File: src/rtl/player_collision.sv
`default_nettype none
// ============================================================================
// Module  : player_collision
// Purpose : Once per frame, predicts the player's next position and probes
//           the tile map at the leading-edge corners.  The result is a 4-bit
//           collision vector {top, right, bottom, left}.
// Rev     : 1.0  initial release
// ============================================================================
module player_collision #(
   parameter int X0       = 144,
   parameter int Y0       = 35,
   parameter int TILE_SH  = 5,
   parameter int MAP_COLS = 20,
   parameter int MAP_ROWS = 15,
   parameter int PLAYER_W = 32,
   parameter int PLAYER_H = 32,
   parameter int ADDR_W   = 9
) (
   input  logic              sim_clk,
   input  logic              reset,
   input  logic              start,
   input  logic [31:0]       playerState,
   output logic [ADDR_W-1:0] tile_addr,
   output logic              tile_rd,
   input  logic              tile_solid,
   output logic [3:0]        playerCol,
   output logic              col_valid,
   output logic              busy
);

   // All position arithmetic is 12-bit signed so that left/up overshoot
   // past the screen origin stays negative and is caught by the bounds test.
   localparam logic signed [11:0] c_X0    = 12'(X0);
   localparam logic signed [11:0] c_Y0    = 12'(Y0);
   localparam logic signed [11:0] c_X_END = 12'(X0 + (MAP_COLS << TILE_SH));
   localparam logic signed [11:0] c_Y_END = 12'(Y0 + (MAP_ROWS << TILE_SH));
   localparam logic signed [11:0] c_W1    = 12'(PLAYER_W - 1);
   localparam logic signed [11:0] c_H1    = 12'(PLAYER_H - 1);

   typedef enum logic [2:0] {
      S_IDLE  = 3'd0,
      S_CALC  = 3'd1,
      S_PROBE = 3'd2,
      S_DRAIN = 3'd3,
      S_DONE  = 3'd4
   } state_t;

   state_t              r_state, w_state_n;
   logic [1:0]          r_k;
   logic [9:0]          r_x, r_y;
   logic [4:0]          r_xs, r_ys;
   logic                r_xd, r_yd;
   logic signed [11:0]  r_hx, r_vy;
   logic                r_hit_h, r_hit_v;
   logic                r_pend, r_pend_v;
   logic [ADDR_W-1:0]   r_addr;
   logic [3:0]          r_col;

   logic signed [11:0]  w_x0, w_y0, w_nx, w_ny, w_px, w_py;
   logic [11:0]         w_dx, w_dy, w_col, w_row;
   logic [ADDR_W-1:0]   w_lin;
   logic                w_inb, w_probing;
   logic                w_hit_h_n, w_hit_v_n;
   logic [3:0]          w_col_n;

   assign w_x0 = $signed({2'b00, r_x});
   assign w_y0 = $signed({2'b00, r_y});
   assign w_nx = r_xd ? w_x0 + $signed({7'b0, r_xs}) : w_x0 - $signed({7'b0, r_xs});
   assign w_ny = r_yd ? w_y0 - $signed({7'b0, r_ys}) : w_y0 + $signed({7'b0, r_ys});

   // Select the probe point for the current corner: k0/k1 horizontal, k2/k3 vertical
   always_comb begin
      w_px = r_hx;
      w_py = w_y0;
      case (r_k)
         2'd0: begin w_px = r_hx;        w_py = w_y0;        end
         2'd1: begin w_px = r_hx;        w_py = w_y0 + c_H1; end
         2'd2: begin w_px = w_x0;        w_py = r_vy;        end
         default: begin w_px = w_x0 + c_W1; w_py = r_vy;     end
      endcase
   end

   assign w_inb = (w_px >= c_X0) && (w_px < c_X_END) && (w_py >= c_Y0) && (w_py < c_Y_END);
   assign w_dx  = w_px - c_X0;
   assign w_dy  = w_py - c_Y0;
   assign w_col = w_dx >> TILE_SH;
   assign w_row = w_dy >> TILE_SH;
   assign w_lin = ADDR_W'(w_row) * ADDR_W'(MAP_COLS) + ADDR_W'(w_col);

   // Hits fold in both the returned read of the previous probe and an
   // off-map probe this cycle, which counts solid without a read.
   assign w_probing = (r_state == S_PROBE);
   assign w_hit_h_n = r_hit_h | (r_pend & ~r_pend_v & tile_solid) | (w_probing & ~w_inb & ~r_k[1]);
   assign w_hit_v_n = r_hit_v | (r_pend &  r_pend_v & tile_solid) | (w_probing & ~w_inb &  r_k[1]);

   // Map axis hits to direction bits; a stationary axis cannot collide,
   // except downward where zero speed still reports ground contact.
   always_comb begin
      w_col_n    = 4'b0000;
      w_col_n[0] = w_hit_h_n & ~r_xd & (r_xs != 5'd0);
      w_col_n[2] = w_hit_h_n &  r_xd & (r_xs != 5'd0);
      w_col_n[1] = w_hit_v_n & ~r_yd;
      w_col_n[3] = w_hit_v_n &  r_yd & (r_ys != 5'd0);
   end

   // State register
   always_ff @(posedge sim_clk) begin
      if (!reset) r_state <= S_IDLE;
      else        r_state <= w_state_n;
   end

   // Next-state decode and control outputs
   always_comb begin
      w_state_n = r_state;
      col_valid = 1'b0;
      busy      = 1'b1;
      tile_rd   = 1'b0;
      case (r_state)
         S_IDLE: begin
            busy = 1'b0;
            if (start) w_state_n = S_CALC;
         end
         S_CALC:  w_state_n = S_PROBE;
         S_PROBE: begin
            tile_rd = w_inb;
            if (r_k == 2'd3) w_state_n = S_DRAIN;
         end
         S_DRAIN: w_state_n = S_DONE;
         S_DONE: begin
            col_valid = 1'b1;
            w_state_n = S_IDLE;
         end
         default: w_state_n = S_IDLE;
      endcase
   end

   // Off-map probes leave the address bus at the last real read
   assign tile_addr = tile_rd ? w_lin : r_addr;
   assign playerCol = r_col;

   // Datapath: latch state, form leading edges, walk corners, accumulate hits
   always_ff @(posedge sim_clk) begin
      if (!reset) begin
         r_k      <= 2'd0;
         r_x      <= 10'd0;
         r_y      <= 10'd0;
         r_xs     <= 5'd0;
         r_ys     <= 5'd0;
         r_xd     <= 1'b0;
         r_yd     <= 1'b0;
         r_hx     <= 12'sd0;
         r_vy     <= 12'sd0;
         r_hit_h  <= 1'b0;
         r_hit_v  <= 1'b0;
         r_pend   <= 1'b0;
         r_pend_v <= 1'b0;
         r_addr   <= '0;
         r_col    <= 4'b0000;
      end else begin
         case (r_state)
            S_IDLE: begin
               if (start) begin
                  r_x  <= playerState[31:22];
                  r_y  <= playerState[21:12];
                  r_xs <= playerState[11:7];
                  r_ys <= playerState[6:2];
                  r_xd <= playerState[1];
                  r_yd <= playerState[0];
               end
            end
            S_CALC: begin
               r_hx    <= r_xd ? w_nx + c_W1 : w_nx;
               r_vy    <= r_yd ? w_ny : w_ny + c_H1;
               r_k     <= 2'd0;
               r_hit_h <= 1'b0;
               r_hit_v <= 1'b0;
               r_pend  <= 1'b0;
            end
            S_PROBE: begin
               r_k      <= r_k + 2'd1;
               r_hit_h  <= w_hit_h_n;
               r_hit_v  <= w_hit_v_n;
               r_pend   <= w_inb;
               r_pend_v <= r_k[1];
               if (w_inb) r_addr <= w_lin;
            end
            S_DRAIN: r_col <= w_col_n;
            default: ;
         endcase
      end
   end

endmodule
`default_nettype wire

File: config.mk
export PLATFORM = sky130hd
export DESIGN_NAME = player_collision
export DESIGN_NICKNAME = d
export VERILOG_FILES = /design/src/rtl/player_collision.sv
export SDC_FILE = /design/constraint.sdc
export NUM_CORES = 1
export LEC_CHECK = 0
export ABC_AREA = 1
export BUFFER_PORTS_ARGS = -buffer_cell sky130_fd_sc_hd__buf_2
export CAP_MARGIN = 15
export CORE_MARGIN = 3
export CORE_UTILIZATION = 61
export DETAILED_ROUTE_END_ITERATION = 10
export PLACE_DENSITY = 0.81
export SLEW_MARGIN = 10
export SYNTH_ARGS = -nofsm -noshare
export SYNTH_HDL_FRONTEND = slang
export SYNTH_SLANG_ARGS = --single-unit
File: constraint.sdc
create_clock -name sim_clk -period 5.72 [get_ports sim_clk]
set_clock_uncertainty 0.15 [all_clocks]
set_input_delay 0.572 -clock sim_clk [delete_from_list [all_inputs] [get_ports sim_clk]]
set_output_delay 0.572 -clock sim_clk [all_outputs]
set_load 0.05 [all_outputs]
======== Word-level counts from Yosys, hierarchy flattened ========
Index checks and enable logic that the tools add are counted.
word-level totals
  output and inout bits ................... 16
  logic and storage cells ................. 94
  register bits ........................... 78
operators by class
  multipliers ............................. 1
  equality and inequality tests ........... 9
  reductions and logical operators ........ 12
  $lt $le $gt $ge ......................... 4
  add/subtract/negate cells ............... 12
  bitwise gates (word level) .............. 23
  mux-type cells .......................... 17
operator list
  cell                                                  number
  two-way mux 12 bit                                    4
  case mux 12 bit (2 select lines)                      2
  adder 12 x 6 -> 12 bit, second input constant         2
  < comparator 12 x 11 -> 1 bit, second input constant  2
  adder 10 x 5 -> 11 bit                                2
  adder 10 x 5 -> 11 bit, second input constant         2
  subtractor 10 x 5 -> 11 bit                           2
  bitwise AND 1 bit                                     14
  >= comparator 12 x 7 -> 1 bit, second input constant  1
  >= comparator 12 x 9 -> 1 bit, second input constant  1
  case mux 3 bit (4 select lines)                       1
  subtractor 12 x 7 -> 12 bit, second input constant    1
  subtractor 12 x 9 -> 12 bit, second input constant    1
  nonzero test 5 bit                                    2
  adder 9 x 7 -> 9 bit                                  1
  two-way mux 9 bit                                     1
  multiplier 7 x 3 -> 7 bit, second input constant      1
  equality test 3 x 2 -> 1 bit, second input constant   2
  two-way mux 3 bit                                     2
  case mux 1 bit (2 select lines)                       3
  AND reduction 2 bit                                   3
  NOT 1 bit                                             5
  equality test 2 bit, second input constant            2
  bitwise OR 1 bit                                      4
  13 further kinds                                      17

======== Depth between registers and ports, before layout ========
Gate-level depths: netlist of the first run.
  depth after elaboration ................. 13
  mapped depth ............................ 24
  gate-level depth less buffers ........... 24

======== Worst setup path before layout of the first run ========
OpenSTA, ideal clock, no wires.
  path kind ............................... register to output
  from .................................... reg r_k[1]
  to ...................................... out tile_addr[8]
  path buffers ............................ 1
  path slack .............................. 994 ps
  arrival ................................. 4004 ps
  cell stages (with the launch flop) ...... 24
  path through ............................ dfxtp_1 -> inv_1 -> ha_1 -> buf_6 -> nor2_4 -> nand2_1 -> nand3_1 -> nand3_1 -> nand2_1 -> nor2_2 -> nor2_2 -> inv_1 -> or2_2 -> nand2_1 -> ha_1 -> ha_1 -> fa_1 -> ha_1 -> nand2_1 -> a21oi_1 -> xnor2_1 -> a21o_1 -> nand3_2 -> nand2_1
between the ends
  cells in the longest elaborated chain, start to end .. 9
  elaborated cells between the ends (all ways) .. 19
RTL lines
  element                                                              RTL line  text
  from (decl)                                                          49        logic [1:0] r_k;
  from (signal assigned)                                               180       r_k <= r_k + 2'd1;
  branches (longest 8 deep; another with subtractor 12 x 7 -> 12 bit)  -
  two-way mux 9 bit (*)                                                138       assign tile_addr = tile_rd ? w_lin : r_addr;
  to (decl)                                                            23        output logic [ADDR_W-1:0] tile_addr,
Mark *: on every way between the ends.

======== Worst setup path in the final report of the first run ========
  from .................................... reg r_k[0]
  to ...................................... out tile_addr[8]
Same word-level chain as after synthesis.

==> impl_results.md, run 1 <==
* Final Max Slew Viols at 0
* Overflow after GRT at 0
* Vias in the first global route at 5816
* Fraction of layout cells with a size suffix above 1 at 0.134
* Final nets at 1009
* Placed insts at 1040
* CTS max path bufs at 2
* Placed Area at 0.00626 mm²
* Hold buffers post-CTS at 0
* Yosys warnings at 0
* Row Count at 35
* GRT Overall Usage at 0.283
* CTS Root Cell: clkbuf_8
* First-pass DRT Iterations at 5
* Initial antenna violation count at 0
* Final HPWL DP at 11400 µm
* # setup viols final at 0
* Pin count of the biggest net entering global routing at 65
* Worst-margin pin slew at 0.963 ns
* Hold_sp: r_hx[1]
* Ys async rst share at 0
* Leak at 3.16 nW
* Starting Density at 0.635
* Cell variety after synth at 48
* Final Cycle Share at 0.932
* Commonest cells after routing, fill and taps aside: 202 x nand2_1, 120 x inv_1, 82 x a21oi_1, 77 x dfxtp_1, 75 x o21ai_0
* DRT iter0 DRCs at 353
* Crit Path Max Fanout at 6
* Post-route minimum period at 5.33 ns
* Post-Syn Area at a little under 0.006 mm²
* Yosys reg bits at ~80
* Die Span X at 105 µm
* Rel. slew slack at 0.354
* Total Wirelength at 14900 µm
* Wire per inst at 14.1 µm
* Via count at approximately 5900
* Final hold violations at 0
* Syn_nets at 972
* Worst hold path type: flop to flop
* Hold depth at 2
* Finished Layout Cells at 1057
* Area Overhead vs Synth at 9.08%
* Overall die height at 105 µm
* Gpl congestion at 0.958
* Top FF cell, synth: dfxtp_1
* Avg Inst Size Synth at 6.72 µm²
* CP peak stage delay at 0.47 ns
* Number of buffers inserted during clock tree synthesis at 9
* Max cap viols at 0
* CP Launch Type: flop
* Detailed-route DRC error count at 0
* R2r setup slk at 1.47 ns
* Commonest non-fill, non-tap cell in the layout: nand2_1
* Maximum vdd drop at 0.246 mV
* Status: completed
* Register area share after synthesis at 0.262
* I/O pin cnt at 52
* CORE AREA at roughly 0.0094 mm²
* Design area at 0.00649 mm²
* Crit path required time at roughly 5.0 ns
* Post-synth EDFFs at 0
* Diodes inserted at 0
* Critical R2R Launch: r_k[0]
* Antenna viol nets, final at 0
* Drt via density at 5.54
* H-tree Lvls at 3
* Total negative slack at 0 ns
* Max Clk Rate at roughly 0.19 GHz
* CP endpoint kind: output port
* Cell Chain, Critical Path: inv_1 -> ha_1 -> nor2_4 -> inv_4 -> a21oi_2 -> nor2_1 -> nand2_1 -> nor2_2 -> nor2_2 -> inv_1 -> or2_2 -> nand2_1 -> ha_1 -> ha_1 -> fa_1 -> ha_1 -> nand2_1 -> a21oi_1 -> xnor2_1 -> a21o_1 -> nand3_2 -> nand2_1 -> clkbuf_4
* Power Density at 450 mW/mm²
* Worst-skew pair later-pin latency at 0.38 ns
* Critical path's slowest cell: fa_1
* RSZ-0062 raised after global routing: no
* Clock slew at reported path FFs at ~0.09 ns
* CP arrival at 4.61 ns
* Die area at 0.0110 mm²
* CTS sink count at 78
* First-pass GRT wire length at between 20000 and 30000 µm
* Port bufs at 51
* Cells on worst reg2reg path at 22
* CTS tree: built
* Mapped Cells at 886
* Endpoint, Worst Hold: r_hx[1]
* Worst r2r dst: r_addr[8]
* Critical path class: flop to output port
[metal layers]
| metal | vias up | GRT usage | part of all wire |
|---|---|---|---|
| met5 | - | 0 | 0 |
| met4 | 0 | 0.104 | 0.022 |
| met3 | 31 | 0.0568 | 0.048 |
| met2 | 148 | 0.520 | 0.51 |
| met1 | 2709 | 0.321 | 0.42 |
| li1 | 2969 | - | - |
[area by class of cell]
cell class / instances / area, µm²
inverters: 123 / 464
flip-flops and latches: 78 / 1560
clock inverters: 6 / 75.1
fillers: 887 / 2880
well taps: 129 / 161
repair buffers: 54 / 280
multi-input cells: 657 / 3810
clock buffers: 10 / 138
[cells by family after synthesis]
logic type | Yosys count | synth area share
fa+ha+maj | 50 | 0.113
xor+xnor | 40 | 0.0589
compound gates | 205 | 0.196
simple gates | 362 | 0.270
flops | 78 | 0.262
buf+inv | 151 | 0.0995
[worst max-delay path, delay by kind of cell, from the launching register on]
family	cells	cell delay, ns
compound gates	3	0.42
xor+xnor	1	0.17
fa+ha+maj	5	1.54
buf+inv	4	0.49
flops	1	0.43
simple gates	10	1.18
[cells in the mapped netlist (all sizes together) (3+ instances only)]
master | n | area (µm²)
nor2 | 56 | 250
xnor2 | 16 | 140
a21oi | 94 | 515
nor3 | 15 | 80.1
o211ai | 5 | 37.5
fa | 6 | 120
clkbuf | 23 | 87.6
buf | 5 | 40.0
xor2 | 24 | 210
o21ai | 77 | 393
o21bai | 5 | 37.5
nand4 | 12 | 81.3
ha | 44 | 551
nand3 | 59 | 325
o22ai | 3 | 18.8
dfxtp | 78 | 1560
a22oi | 5 | 37.5
inv | 122 | 460
nand2 | 214 | 833
or2 | 3 | 18.8
a31oi | 3 | 25.0
o21a | 3 | 22.5
[what timing repair did]
item                       in CTS  in global routing
resized for setup               0                  3
buffers inserted                0                  1
setup endpoints to repair       0                  2
[worst max path at each step]
stage	startpoint	to	slack, ns	depth (start not counted)
6_report	r_k[0]	tile_addr[8]	0.39	23
5_1_grt	r_k[0]	tile_addr[8]	0.01	23
4_1_cts	r_k[1]	tile_addr[8]	0.12	23
3_5_place_dp	r_k[1]	tile_addr[8]	0.55	23
3_3_place_gp	r_k[1]	tile_addr[8]	0.77	23
2_1_floorplan	r_k[1]	tile_addr[8]	0.99	23
[flip-flops by register name, summed over array words and instances, names as in the netlist]
signal     cells
r_xs           5
r_vy          12
r_state        3
r_yd           1
r_y           10
r_hit_v        1
r_ys           5
r_x           10
r_xd           1
r_hx          12
playerCol      4
r_pend         1
r_hit_h        1
r_k            2
r_addr         9
r_pend_v       1
[metrics by stage]
stage                     setup WS, ns  hold WS, ns   util  power [mW]
final                            0.388        0.309  0.693        2.92
after global routing           0.00971        0.328  0.693        3.20
after CTS                        0.116        0.308  0.691        2.92
after detailed placement         0.554        0.294  0.668        2.44
after global placement           0.769        0.291  0.668        2.36
after floorplan                  0.994        0.279      -        2.10
[where the power goes]
group | total, mW | leakage [nW] | switching, mW | internal [mW]
combinational | 1.75 | 2.41 | 1.08 | 0.670
clock | 0.465 | 0.106 | 0.244 | 0.221
sequential | 0.704 | 0.641 | 0.0812 | 0.623
Power figures use the tool's default switching activity.
==> run 2, diff against run 1 <==
--- a/config.mk
+++ b/config.mk
@@ -6,12 +6,12 @@
 export NUM_CORES = 1
 export LEC_CHECK = 0
 export ABC_AREA = 1
-export BUFFER_PORTS_ARGS = -buffer_cell sky130_fd_sc_hd__buf_2
 export CAP_MARGIN = 15
 export CORE_MARGIN = 3
-export CORE_UTILIZATION = 61
+export CORE_UTILIZATION = 65
 export DETAILED_ROUTE_END_ITERATION = 10
-export PLACE_DENSITY = 0.81
+export DONT_BUFFER_PORTS = 1
+export PLACE_DENSITY = 0.86
 export SLEW_MARGIN = 10
 export SYNTH_ARGS = -nofsm -noshare
 export SYNTH_HDL_FRONTEND = slang
==> run 2 against run 1 <==
  * Count of clock-buffer cells in the layout up 1
  * Global-route usage up 1.9 points
  * Critical path depth shrank 1
  * Critical endpoint unchanged
  * Highest routed layer unchanged
==> impl_results.md, run 2 (synthesis results as in run 1) <==
* CP peak stage delay at 0.47 ns (about the same)
* Cell Chain, Critical Path: inv_1 -> ha_1 -> nor2_4 -> inv_4 -> a21oi_2 -> nor2_1 -> nand2_1 -> nor2_2 -> nor2_2 -> inv_1 -> or2_2 -> nand2_1 -> ha_1 -> ha_1 -> fa_1 -> ha_1 -> nand2_1 -> a21oi_1 -> xnor2_1 -> a21o_1 -> nand3_2 -> nand2_2
* Hold buffers post-CTS at 0 (unchanged)
* Leak at 2.94 nW (-7.0%)
* Die area at 0.0103 mm² (-5.8%)
* Post-route minimum period at 5.32 ns (-0.0131 ns)
* R2r setup slk at 1.40 ns (-0.07 ns)
* Placed Area at 0.00599 mm² (-4.4%)
* RSZ-0062 raised after global routing: no
* CTS sink count at 78 (unchanged)
* Place WS at 0.519 ns (-0.0347 ns)
* H-tree Lvls at 3 (unchanged)
* CP Launch Type: flop
* CTS Root Cell: clkbuf_8
* CORE AREA at 0.00881 mm² (-6.0%)
* Total negative slack at 0 ns (unchanged)
* Vias in the first global route at 5532 (-4.9%)
* Final nets at 959 (-5.0%)
* Port bufs at 0 (-100%)
* Detailed-route DRC error count at 0 (unchanged)
* Fraction of layout cells with a size suffix above 1 at 0.0820 (-0.0516)
* Total Wirelength at 15200 µm (+1.5%)
* Number of buffers inserted during clock tree synthesis at 9 (unchanged)
* DRT iter0 DRCs at 321 (-9.1%)
* Crit path required time at 5.00 ns (about the same)
* CTS max path bufs at 2 (unchanged)
* Fillers at 768 (-13%)
* Commonest non-fill, non-tap cell in the layout: nand2_1
* Worst hold path type: input port to flop
* Design area at 0.00621 mm² (-4.3%)
* Final WS setup at 0.401 ns (+0.0131 ns)
* First-pass GRT wire length at 25200 µm (-2.9%)
* Antenna viol nets, final at 0 (unchanged)
* Final hold violations at 0 (unchanged)
* CP endpoint kind: output port
* Power Density at 465 mW/mm² (+3.4%)
* Diodes inserted at 0 (unchanged)
* Status: completed
* Final HPWL DP at 11400 µm (+0.21%)
* Top cell by count, worst path: ha_1
* Worst hold slack at 0.199 ns (-0.110 ns)
* Worst-margin pin slew at 0.876 ns (-0.0873 ns)
* Critical path class: flop to output port
* Crit Path Max Fanout at 6 (unchanged)
* Initial antenna violation count at 0 (unchanged)
* GRT Overall Usage at 0.302 (+0.0187)
* Row Count at 34 (-2.9%)
* Max Clk Rate at 0.188 GHz (+0.25%)
* Overall die height at 102 µm (-2.9%)
* Largest registers: r_hx: 12 flops, r_vy: 12 flops
* Maximum vdd drop at 0.280 mV (+14%)
* First-pass DRT Iterations at 7 (+2)
* Max cap viols at 0 (unchanged)
* Worst-skew pair later-pin latency at 0.37 ns (about the same)
* Commonest cells after routing, fill and taps aside: 201 x nand2_1, 120 x inv_1, 82 x a21oi_1, 77 x dfxtp_1, 75 x o21ai_0
* Final Cycle Share at 0.930 (-0.00230)
* Pin count of the biggest net entering global routing at 65 (unchanged)
* Starting Density at 0.676 (+0.0408)
* Overflow after GRT at 0 (unchanged)
* Clock slew at reported path FFs at 0.08 ns (about the same)
* CP arrival at 4.60 ns (about the same)
* Pwr Total at 2.89 mW (-1.1%)
* CTS tree: built
* Via count at 5757 (-1.7%)
* Gpl congestion at 0.988 (+3.1%)
* # setup viols final at 0 (unchanged)
* Die Span X at 102 µm (-2.9%)
* Rel. slew slack at 0.414 (+0.0596)
* I/O pin cnt at 52 (unchanged)
* Wire per inst at 15.4 µm (+8.8%)
* Final Max Slew Viols at 0 (unchanged)
* Drt via density at 5.84 (+5.4%)
* Area Overhead vs Synth at 4.37%
* Critical path's slowest cell: fa_1
run 2: worst max-delay path, delay by kind of cell (launching register included):
family          cells  cell delay (ns)
fa+ha+maj           5             1.58
simple gates       10             1.33
flops               1             0.44
compound gates      3             0.43
buf+inv             3             0.27
xor+xnor            1             0.18
run 2: metal layers:
layer | up-vias | part of all wire | GRT usage
met5 | - | 0 | 0
li1 | 2871 | - | -
met4 | 0 | 0.029 | 0.109
met3 | 39 | 0.048 | 0.0468
met1 | 2662 | 0.42 | 0.361
met2 | 185 | 0.50 | 0.543
run 2: where the power goes:
part	leakage (nW)	switching [mW]	internal, mW
Clock	0.0899	0.223	0.203
Sequential	0.641	0.0833	0.623
Combinational	2.21	1.10	0.662
run 2: timing repair:
item / in CTS / in global routing
hold endpoints to repair: 0 / 0
buffers inserted: 0 / 1
endpoints found under the setup margin: 0 / 2
resized for setup: 0 / 2
run 2: path summary, 6_finish.rpt:
path / cells after the start / to / startpoint
max: 22 / tile_addr[8] / r_k[0]
min: 2 / playerCol[3] / reset
max reg2reg: 22 / r_addr[8] / r_k[0]
min reg2reg: 2 / r_hx[0] / r_hx[0]
run 2: area by class of cell:
class / count / area [µm²] / share of cell area
Inverter: 123 / 464 / 0.0747
Multi-Input combinational cell: 657 / 3820 / 0.614
Tap cell: 108 / 135 / 0.0218
Sequential cell: 78 / 1560 / 0.252
Timing Repair Buffer: 4 / 42.5 / 0.00685
Clock inverter: 5 / 58.8 / 0.00947
Clock buffer: 11 / 131 / 0.0212
run 2: through the flow:
| step | utilization | cells |
|---|---|---|
| finish | 0.705 | 986 |
| global route | 0.705 | 986 |
| CTS | 0.702 | 984 |
| detailed placement | 0.680 | 968 |
| global placement | 0.680 | 968 |
| floorplan | - | 886 |
